$ cat config.mk
export PLATFORM = sky130hd
export DESIGN_NAME = apb_slave_mux
export DESIGN_NICKNAME = d
export VERILOG_FILES = /design/src/rtl/apb_pkg.sv /design/src/rtl/apb_wait_timer.sv /design/src/rtl/apb_slave_mux.sv
export SDC_FILE = /design/constraint.sdc
export NUM_CORES = 1
export LEC_CHECK = 0
export CAP_MARGIN = 20
export CORE_ASPECT_RATIO = 0.8
export CORE_MARGIN = 2
export CORE_UTILIZATION = 32
export CTS_CLUSTER_SIZE = 20
export DETAILED_ROUTE_END_ITERATION = 10
export PLACE_DENSITY_LB_ADDON = 0.2
export SYNTH_ARGS = -nofsm -noshare
export SYNTH_HDL_FRONTEND = slang
export SYNTH_SLANG_ARGS = --single-unit
$ cat constraint.sdc
create_clock -name PCLK -period 5.6 [get_ports PCLK]
set_clock_uncertainty 0.2 [all_clocks]
set_input_delay 1.12 -clock PCLK [delete_from_list [all_inputs] [get_ports PCLK]]
set_output_delay 1.12 -clock PCLK [all_outputs]
set_load 0.03 [all_outputs]
$ cat src/rtl/apb_pkg.sv
// Shared types and address-map constants for the APB slave decoder/mux.
package apb_pkg;

    typedef enum logic [1:0] {
        IDLE   = 2'd0,
        ACCESS = 2'd1,
        TOUT   = 2'd2
    } apb_state_t;

    localparam int unsigned APB_DATA_W   = 32;
    localparam logic [15:0] APB_BASE_HI  = 16'h2000;
    localparam int unsigned APB_SLOT_LSB = 8;
    localparam int unsigned APB_IDX_W    = 4;
    localparam int unsigned UART_SLOT    = 0;

endpackage

$ cat src/rtl/apb_wait_timer.sv
// Counts slave wait states and flags the last permitted one; TIMEOUT_CYCLES=0 never expires.
module apb_wait_timer #(
    parameter int unsigned TIMEOUT_CYCLES = 16
) (
    input  logic clk,
    input  logic rst_n,
    input  logic clr,
    input  logic en,
    output logic expire_c
);

    localparam int unsigned CNT_W = (TIMEOUT_CYCLES > 1) ? $clog2(TIMEOUT_CYCLES) : 1;
    localparam int unsigned LAST  = (TIMEOUT_CYCLES > 0) ? TIMEOUT_CYCLES - 1 : 0;

    logic [CNT_W-1:0] cnt_q;

    always_ff @(posedge clk or negedge rst_n) begin
        if (!rst_n) begin
            cnt_q <= '0;
        end else if (clr) begin
            cnt_q <= '0;
        end else if (en) begin
            cnt_q <= cnt_q + CNT_W'(1);
        end
    end

    assign expire_c = (TIMEOUT_CYCLES != 0) && (cnt_q == CNT_W'(LAST));

endmodule

$ cat src/rtl/apb_slave_mux.sv
// APB3 address decoder and response mux: one-hot slave selects, unmapped/timeout
// error responses, and a saturating count of error completions.
module apb_slave_mux
    import apb_pkg::*;
#(
    parameter int unsigned NUM_SLAVES     = 4,
    parameter int unsigned DATA_W         = APB_DATA_W,
    parameter logic [15:0] BASE_HI        = APB_BASE_HI,
    parameter int unsigned SLOT_LSB       = APB_SLOT_LSB,
    parameter int unsigned IDX_W          = APB_IDX_W,
    parameter int unsigned TIMEOUT_CYCLES = 16,
    parameter int unsigned ERRCNT_W       = 8
) (
    input  logic                         PCLK,
    input  logic                         PRESETn,
    input  logic [31:0]                  PADDR,
    input  logic                         PSEL,
    input  logic                         PENABLE,
    output logic [NUM_SLAVES-1:0]        PSEL_S,
    input  logic [NUM_SLAVES*DATA_W-1:0] PRDATA_S,
    input  logic [NUM_SLAVES-1:0]        PREADY_S,
    input  logic [NUM_SLAVES-1:0]        PSLVERR_S,
    output logic [DATA_W-1:0]            PRDATA,
    output logic                         PREADY,
    output logic                         PSLVERR,
    input  logic                         ERR_CLR,
    output logic [ERRCNT_W-1:0]          ERR_COUNT
);

    apb_state_t            state_q, state_d;
    logic [IDX_W-1:0]      sel_idx_q, sel_idx_d;
    logic                  mapped_q, mapped_d;
    logic [IDX_W-1:0]      addr_idx;
    logic                  addr_hit;
    logic [NUM_SLAVES-1:0] live_sel;
    logic [NUM_SLAVES-1:0] sel_onehot;
    logic [DATA_W-1:0]     sel_rdata;
    logic                  sel_ready;
    logic                  sel_err;
    logic                  tmr_clr;
    logic                  tmr_en;
    logic                  tmr_expire;
    logic [ERRCNT_W-1:0]   err_q;
    logic                  unused_addr;

    // Only the base and slot-index fields take part in decode.
    assign unused_addr = ^PADDR;

    // Live address decode plus the response mux for the latched slot.
    always_comb begin
        addr_idx   = PADDR[SLOT_LSB +: IDX_W];
        addr_hit   = (PADDR[31:16] == BASE_HI) &&
                     ({1'b0, addr_idx} < (IDX_W + 1)'(NUM_SLAVES));
        live_sel   = '0;
        sel_onehot = '0;
        sel_rdata  = '0;
        sel_ready  = 1'b0;
        sel_err    = 1'b0;
        for (int i = 0; i < NUM_SLAVES; i++) begin
            live_sel[i]   = PSEL && addr_hit && (addr_idx == IDX_W'(i));
            sel_onehot[i] = (sel_idx_q == IDX_W'(i));
            if (sel_idx_q == IDX_W'(i)) begin
                sel_rdata = PRDATA_S[i*DATA_W +: DATA_W];
                sel_ready = PREADY_S[i];
                sel_err   = PSLVERR_S[i];
            end
        end
    end

    always_ff @(posedge PCLK or negedge PRESETn) begin
        if (!PRESETn) begin
            state_q   <= IDLE;
            sel_idx_q <= '0;
            mapped_q  <= 1'b0;
        end else begin
            state_q   <= state_d;
            sel_idx_q <= sel_idx_d;
            mapped_q  <= mapped_d;
        end
    end

    always_comb begin
        state_d   = state_q;
        sel_idx_d = sel_idx_q;
        mapped_d  = mapped_q;
        tmr_clr   = 1'b0;
        tmr_en    = 1'b0;
        PSEL_S    = '0;
        PRDATA    = '0;
        PREADY    = 1'b0;
        PSLVERR   = 1'b0;

        case (state_q)
            IDLE: begin
                PSEL_S = live_sel;
                if (PSEL && !PENABLE) begin
                    sel_idx_d = addr_idx;
                    mapped_d  = addr_hit;
                    tmr_clr   = 1'b1;
                    state_d   = ACCESS;
                end
            end
            ACCESS: begin
                // Bridge dropped PSEL mid-transfer: abandon silently.
                if (!PSEL) begin
                    state_d = IDLE;
                end else if (mapped_q) begin
                    PSEL_S  = sel_onehot;
                    PRDATA  = sel_rdata;
                    PREADY  = sel_ready;
                    PSLVERR = sel_err & sel_ready;
                    if (sel_ready) begin
                        state_d = IDLE;
                    end else if (tmr_expire) begin
                        state_d = TOUT;
                    end else begin
                        tmr_en = 1'b1;
                    end
                end else begin
                    PREADY  = 1'b1;
                    PSLVERR = 1'b1;
                    state_d = IDLE;
                end
            end
            TOUT: begin
                PREADY  = 1'b1;
                PSLVERR = 1'b1;
                state_d = IDLE;
            end
            default: state_d = IDLE;
        endcase

        // Outputs fall to zero as soon as reset asserts, independent of the clock.
        if (!PRESETn) begin
            PSEL_S  = '0;
            PRDATA  = '0;
            PREADY  = 1'b0;
            PSLVERR = 1'b0;
        end
    end

    apb_wait_timer #(
        .TIMEOUT_CYCLES(TIMEOUT_CYCLES)
    ) u_wait_timer (
        .clk     (PCLK),
        .rst_n   (PRESETn),
        .clr     (tmr_clr),
        .en      (tmr_en),
        .expire_c(tmr_expire)
    );

    // Saturating error-completion counter; clear wins over a same-cycle increment.
    always_ff @(posedge PCLK or negedge PRESETn) begin
        if (!PRESETn) begin
            err_q <= '0;
        end else if (ERR_CLR) begin
            err_q <= '0;
        end else if (PREADY && PSLVERR && (err_q != '1)) begin
            err_q <= err_q + ERRCNT_W'(1);
        end
    end

    assign ERR_COUNT = err_q;

endmodule

# Word-level counts from Yosys, hierarchy flattened
# Cells that the tools add are included.
[totals]
reg_bits = 19
latch_bits = 0
ramBits = 0
mem_bits_ro = 0
input_bits = 173
elab_cells = 84
mem_count = 0
[op_classes]
add_sub_neg = 2
multipliers = 0
n_div = 0
order_cmp = 1
eq_ne = 13
shift = 0
mux = 45
n_bitwise = 1
n_reduce_logical = 17
[op_table]
columns = ["operator", "count"]
rows = [
  ["32-bit 2-to-1 mux", 8],
  ["1-bit 2-to-1 mux", 21],
  ["4-bit 2-to-1 mux", 5],
  ["16-bit by 14-bit equality test with 1-bit output, second input constant", 1],
  ["4-bit by 2-bit equality test with 1-bit output, second input constant", 4],
  ["8-bit 2-to-1 mux", 2],
  ["2-bit 2-to-1 mux", 5],
  ["1-bit logical AND", 9],
  ["8-bit by 1-bit adder with 8-bit output, second input constant", 1],
  ["4-bit by 1-bit equality test with 1-bit output, second input constant", 2],
  ["4-bit zero test", 2],
  ["8-bit inequality test, second input constant", 1],
  ["4-bit one-hot mux with 2 select lines", 1],
  ["5-bit inequality test, second input constant", 1],
  ["4-bit by 1-bit adder with 4-bit output, second input constant", 1],
  ["4-bit equality test, second input constant", 1],
  ["4-bit by 3-bit less-than comparator with 1-bit output, second input constant", 1],
  ["1-bit one-hot mux with 2 select lines", 2],
  ["2-bit one-hot mux with 2 select lines", 1],
  ["2-bit AND reduction", 2],
  ["2-bit nonzero test", 2],
  ["2-bit by 1-bit equality test with 1-bit output, second input constant", 1],
  ["2-bit equality test, second input constant", 1],
  ["2-bit zero test", 1],
  ["other kinds (3)", 3],
]

# Depth between registers and ports, before layout
[logic_depth]
word_depth = 14
mapped_depth = 7
ltp_nobuf = 7

# Modules after synthesis
# Synthesis repeated with hierarchy kept, for this count alone.
[unflattened]
cells_unflattened = 279
hier_area_um2 = 2158.3
[by_module_without_submodules]
columns = ["module", "instances", "cells_per_inst", "area_each_um2", "seq_area_each_um2"]
rows = [
  ["apb_slave_mux", 1, 262, 1959.4, 375.4],
  ["apb_wait_timer", 1, 17, 198.9, 100.1],
]

# Worst setup path before layout
# No wires, ideal clock.
[synth_timing]
kind = "input-to-output"
startpoint = "in PADDR[25]"
endpoint = "out PSEL_S[2]"
arrival_time_ns = 2.348
required_time_ns = 4.280
path_slack_ns = 1.932
cell_stages = 5
n_path_buf = 0
cell_sequence = "nor4b_1 -> nand3_1 -> nor3_1 -> nand2b_1 -> o2bb2ai_1"
[synth_between]
elab_chain_cells = 6
[synth_lines]
columns = ["item", "line", "rtl"]
rows = [
  ["start, declared", "apb_slave_mux.sv:16", "input logic [31:0] PADDR,"],
  ["16-bit by 14-bit equality test with 1-bit output", "apb_slave_mux.sv:52", "addr_hit = (PADDR[31:16] == BASE_HI) &&"],
  ["1-bit logical AND", "apb_slave_mux.sv:52", ""],
  ["1-bit logical AND (2 in series)", "apb_slave_mux.sv:60", "live_sel[i] = PSEL && addr_hit && (addr_idx == IDX_W'(i));"],
  ["4-bit one-hot mux with 2 select lines", "apb_slave_mux.sv:93", "case (state_q)"],
  ["4-bit 2-to-1 mux", "apb_slave_mux.sv:134", "if (!PRESETn) begin"],
  ["end, declared", "apb_slave_mux.sv:19", "output logic [NUM_SLAVES-1:0] PSEL_S,"],
]
# No other way between the ends.

# Worst setup path after layout
[layout_timing]
startpoint = "in PREADY_S[3]"
endpoint = "out PSLVERR"
[layout_between]
elab_chain_cells = 6
[layout_lines]
columns = ["item", "line", "rtl"]
rows = [
  ["start, declared", "apb_slave_mux.sv:21", "input logic [NUM_SLAVES-1:0] PREADY_S,"],
  ["1-bit 2-to-1 mux", "apb_slave_mux.sv:62", "if (sel_idx_q == IDX_W'(i)) begin"],
  ["1-bit bitwise AND", "apb_slave_mux.sv:111", "PSLVERR = sel_err & sel_ready;"],
  ["1-bit 2-to-1 mux", "apb_slave_mux.sv:107", "end else if (mapped_q) begin"],
  ["1-bit 2-to-1 mux", "apb_slave_mux.sv:105", "if (!PSEL) begin"],
  ["1-bit one-hot mux with 2 select lines", "apb_slave_mux.sv:93", ""],
  ["1-bit 2-to-1 mux", "apb_slave_mux.sv:134", ""],
  ["end, declared", "apb_slave_mux.sv:25", "output logic PSLVERR,"],
]
# No other way between the ends.

==> results_dict.tcl <==
set metrics [dict create \
    yosysWarnings 0 \
    hold_viol_final 0 \
    p_clk_frac 0.104 \
    reg2reg_depth 6 \
    ir_drop_mv 0.214 \
    synthTopCellsByArea "dfrtp_1, mux2i_1, nor2_1, a221oi_1, mux2_2" \
    place_ws_ns 1.27 \
    dp_cells 557 \
    whs_endpoint "state_q[0]" \
    synth_top_family_by_area "simple AND/OR/NAND/NOR gates" \
    dp_hpwl_um 7660 \
    critPathKind "in2out" \
    numCtsBuffers 3 \
    nFillCells 550 \
    sw_frac_of_total 0.415 \
    grt_pass1_wl_um 14400 \
    multiInputGateArea_um2 1570 \
    num_vias 2904 \
    setup_viol 0 \
    synth-compound-area-share 0.209 \
    gp_congestion 0.819 \
    grt_pass1_vias 2892 \
    ant_nets 0 \
    yosys.area_share.simple 0.264 \
    synthMuxAreaShare 0.214 \
    seqPwrFrac 0.220 \
    fmaxAchievable_ghz 0.231 \
    min_from "state_q[0]" \
    io_pins 219 \
    dpl_cell_area_um2 4190 \
    path_clk_slew_ns 0.07 \
    worstPathRequired_ns 4.28 \
    hp-class "reg2reg" \
    postCtsResizedCells 0 \
    synth-edff-count 0 \
    ys_async_sr_fraction 1.00 \
    layout_min_cycle_time_ns 4.32 \
    combPwrFrac 0.676 \
    cts_tree "yes" \
    synthCells 281 \
    rsz0062_at_grt "no" \
    arrival_ns 3.00 \
    ys_types 39 \
    antenna_cells 0 \
    outcome "completed" \
    whs_path_depth 1 \
    setup_slack_ns 1.28 \
    p_sw_mw 0.375 \
    netlist_area_um2 2150 \
    layout-drive-gt1-share 0.122 \
    synthAdderAreaFrac 0.0291 \
    die_y_um 77.3 \
    dr.pass1.iters 4 \
    timing.rr.end "ERR_COUNT[5]" \
    ys.flop_type "dfrtp_1" \
    clk_path_buf_depth 2 \
    post-route-period-util 0.772 \
    die_width_um 95.6 \
    h-tree-depth 1 \
    hold_buffers 0 \
    netlist.area_leader.share 0.221 \
    grt.total_usage 0.246 \
    slew-limit-headroom 0.537 \
    routed_wl_um 9500 \
    via_per_inst 5.18 \
    synth_xor_area_frac 0.0122 \
    worst-r2r-setup-slack_ns 2.83 \
    cp_max_fo 8 \
    syn_avg_cell_area_um2 7.65 \
    area_growth_pct 97.1 \
    regArea_um2 477 \
    p_total_mw 0.902 \
    insertion_delay_ns 0.25 \
    yosysSeqAreaShare 0.221 \
    die_area_um2 7390 \
    yosys.area.top_type "dfrtp_1" \
    worst_pin_slew_ns 0.691 \
    powerDensity_nw_per_um2 213 \
    antenna_found_initial 0 \
    timing.rr.start "sel_idx_q[3]" \
    fin_nets 656 \
    p_leak_nw 1.68 \
    post_cts_buffers 0 \
    start_util 0.334 \
    internal_power_mw 0.528 \
    cp-start-kind "primary input" \
    wl_per_cell_um 16.9 \
    setup-tns-final_ns 0 \
    grt_overflow_total 0 \
    grt_max_degree 36 \
    root_buffer "clkbuf_8" \
    drv_cap 0 \
    drt_iter0_drc 80 \
    final_max_slew_viol_count 0 \
    drc 0 \
    ys_ff_latch 19 \
    synthesis.nets 459 \
    core_um2 6440 \
    worst_setup_path_end_kind "output port" \
    fin_cells 561 \
    rows 26 \
    cts.sinks 19 \
    final_area_um2 4240 \
    portBuffers 206 \
]
[metrics by stage]
step	hold WS (ns)	util
final	0.329	0.658
after global routing	0.347	0.658
after detailed placement	0.318	0.651
after CTS	0.332	0.658
after floorplan	0.285	-
after global placement	0.302	0.651
[worst max path at each step]
stage                      from    endpoint  slack [ns]
finish              PREADY_S[3]     PSLVERR        1.28
detailed placement  PREADY_S[3]     PSLVERR        1.27
floorplan             PADDR[25]   PSEL_S[2]        1.93
global route               PSEL  PRDATA[29]        1.16
CTS                 PREADY_S[3]     PSLVERR        1.27
global placement    PREADY_S[3]     PSLVERR        1.28
[synthesized netlist by cell type (2+ instances only)]
cell type / number
nand4_1: 2
o2bb2ai_1: 2
mux2i_1: 37
nor4_1: 4
buf_2: 2
o21ai_0: 3
a21oi_1: 5
a221oi_1: 32
buf_1: 3
o22a_1: 2
nand2_1: 11
ha_1: 5
nor3_1: 4
a31oi_1: 2
nor4b_1: 2
inv_1: 6
and3_1: 2
dfrtp_1: 19
nand2b_1: 3
nor2_1: 82
xor2_1: 2
nor2b_1: 5
o32ai_1: 2
clkbuf_1: 14
mux2_2: 8
nand3_1: 9
[metal layers]
metal	up-vias	share of wire	wire, um	global-route usage
met1	1321	0.39	3750	0.287
met4	0	0.029	279	0.0700
met2	128	0.49	4610	0.441
met3	20	0.091	863	0.0589
met5	-	0	0	0
li1	1435	-	-	-
[logic make-up after synthesis]
kind of cell	count (synthesis)
AOI/OAI and AO/OA	54
and+or+nand+nor	129
muxes	45
adders and majority gates	5
buffers and inverters	26
xor gates and xnor gates	3
DFF	19
[flip-flops by register name, summed over array words and instances (netlist names)]
register	cells
ERR_COUNT	8
sel_idx_q	4
u_wait_timer.cnt_q	4
state_q	2
mapped_q	1
[power groups by stage]
stage          combinational (mW)  clock, mW  sequential, mW
3_3_place_gp                0.597          0           0.201
2_1_floorplan               0.425          0           0.177
4_1_cts                     0.611     0.0966           0.199
5_1_grt                     0.672      0.102           0.205
6_report                    0.610     0.0936           0.199
3_5_place_dp                0.610          0           0.202
[critical path, stage by stage]
cell	delay [ns]
clkdlybuf4s50_1	0.45
mux2i_1	0.08
o22a_4	0.28
o21a_4	0.25
nor2_1	0.13
clkdlybuf4s50_1	0.69
[final cells by class]
type | count | area share
Sequential cell | 19 | 0.112
Multi-Input combinational cell | 236 | 0.371
Clock buffer | 4 | 0.0106
Inverter | 6 | 0.00531
Timing Repair Buffer | 212 | 0.476
Tap cell | 84 | 0.0248
[cells in the final DEF (no fill, tap or decap), types with 2 or more instances in the layout]
| master | Yosys | layout |
|---|---|---|
| o2bb2ai_1 | 2 | 2 |
| nand3_1 | 9 | 9 |
| clkbuf_8 | 0 | 3 |
| ha_1 | 5 | 5 |
| buf_4 | 0 | 42 |
| nand4_1 | 2 | 2 |
| nand2_1 | 11 | 11 |
| nor4_1 | 4 | 4 |
| a31oi_1 | 2 | 2 |
| nor2_1 | 82 | 80 |
| clkdlybuf4s50_1 | 0 | 170 |
| nor4b_1 | 2 | 2 |
| and3_1 | 2 | 2 |
| inv_1 | 6 | 6 |
| dfrtp_1 | 19 | 18 |
| nor2_2 | 0 | 2 |
| xor2_1 | 2 | 2 |
| nor2b_1 | 5 | 5 |
| nor3_1 | 4 | 4 |
| o22a_1 | 2 | 2 |
| o32ai_1 | 2 | 2 |
| mux2i_1 | 37 | 37 |
| mux2_2 | 8 | 8 |
| a221oi_1 | 32 | 32 |
| a21oi_1 | 5 | 5 |
| nand2b_1 | 3 | 3 |
| o21ai_0 | 3 | 3 |
No activity file was read; power rests on OpenSTA's default activity.
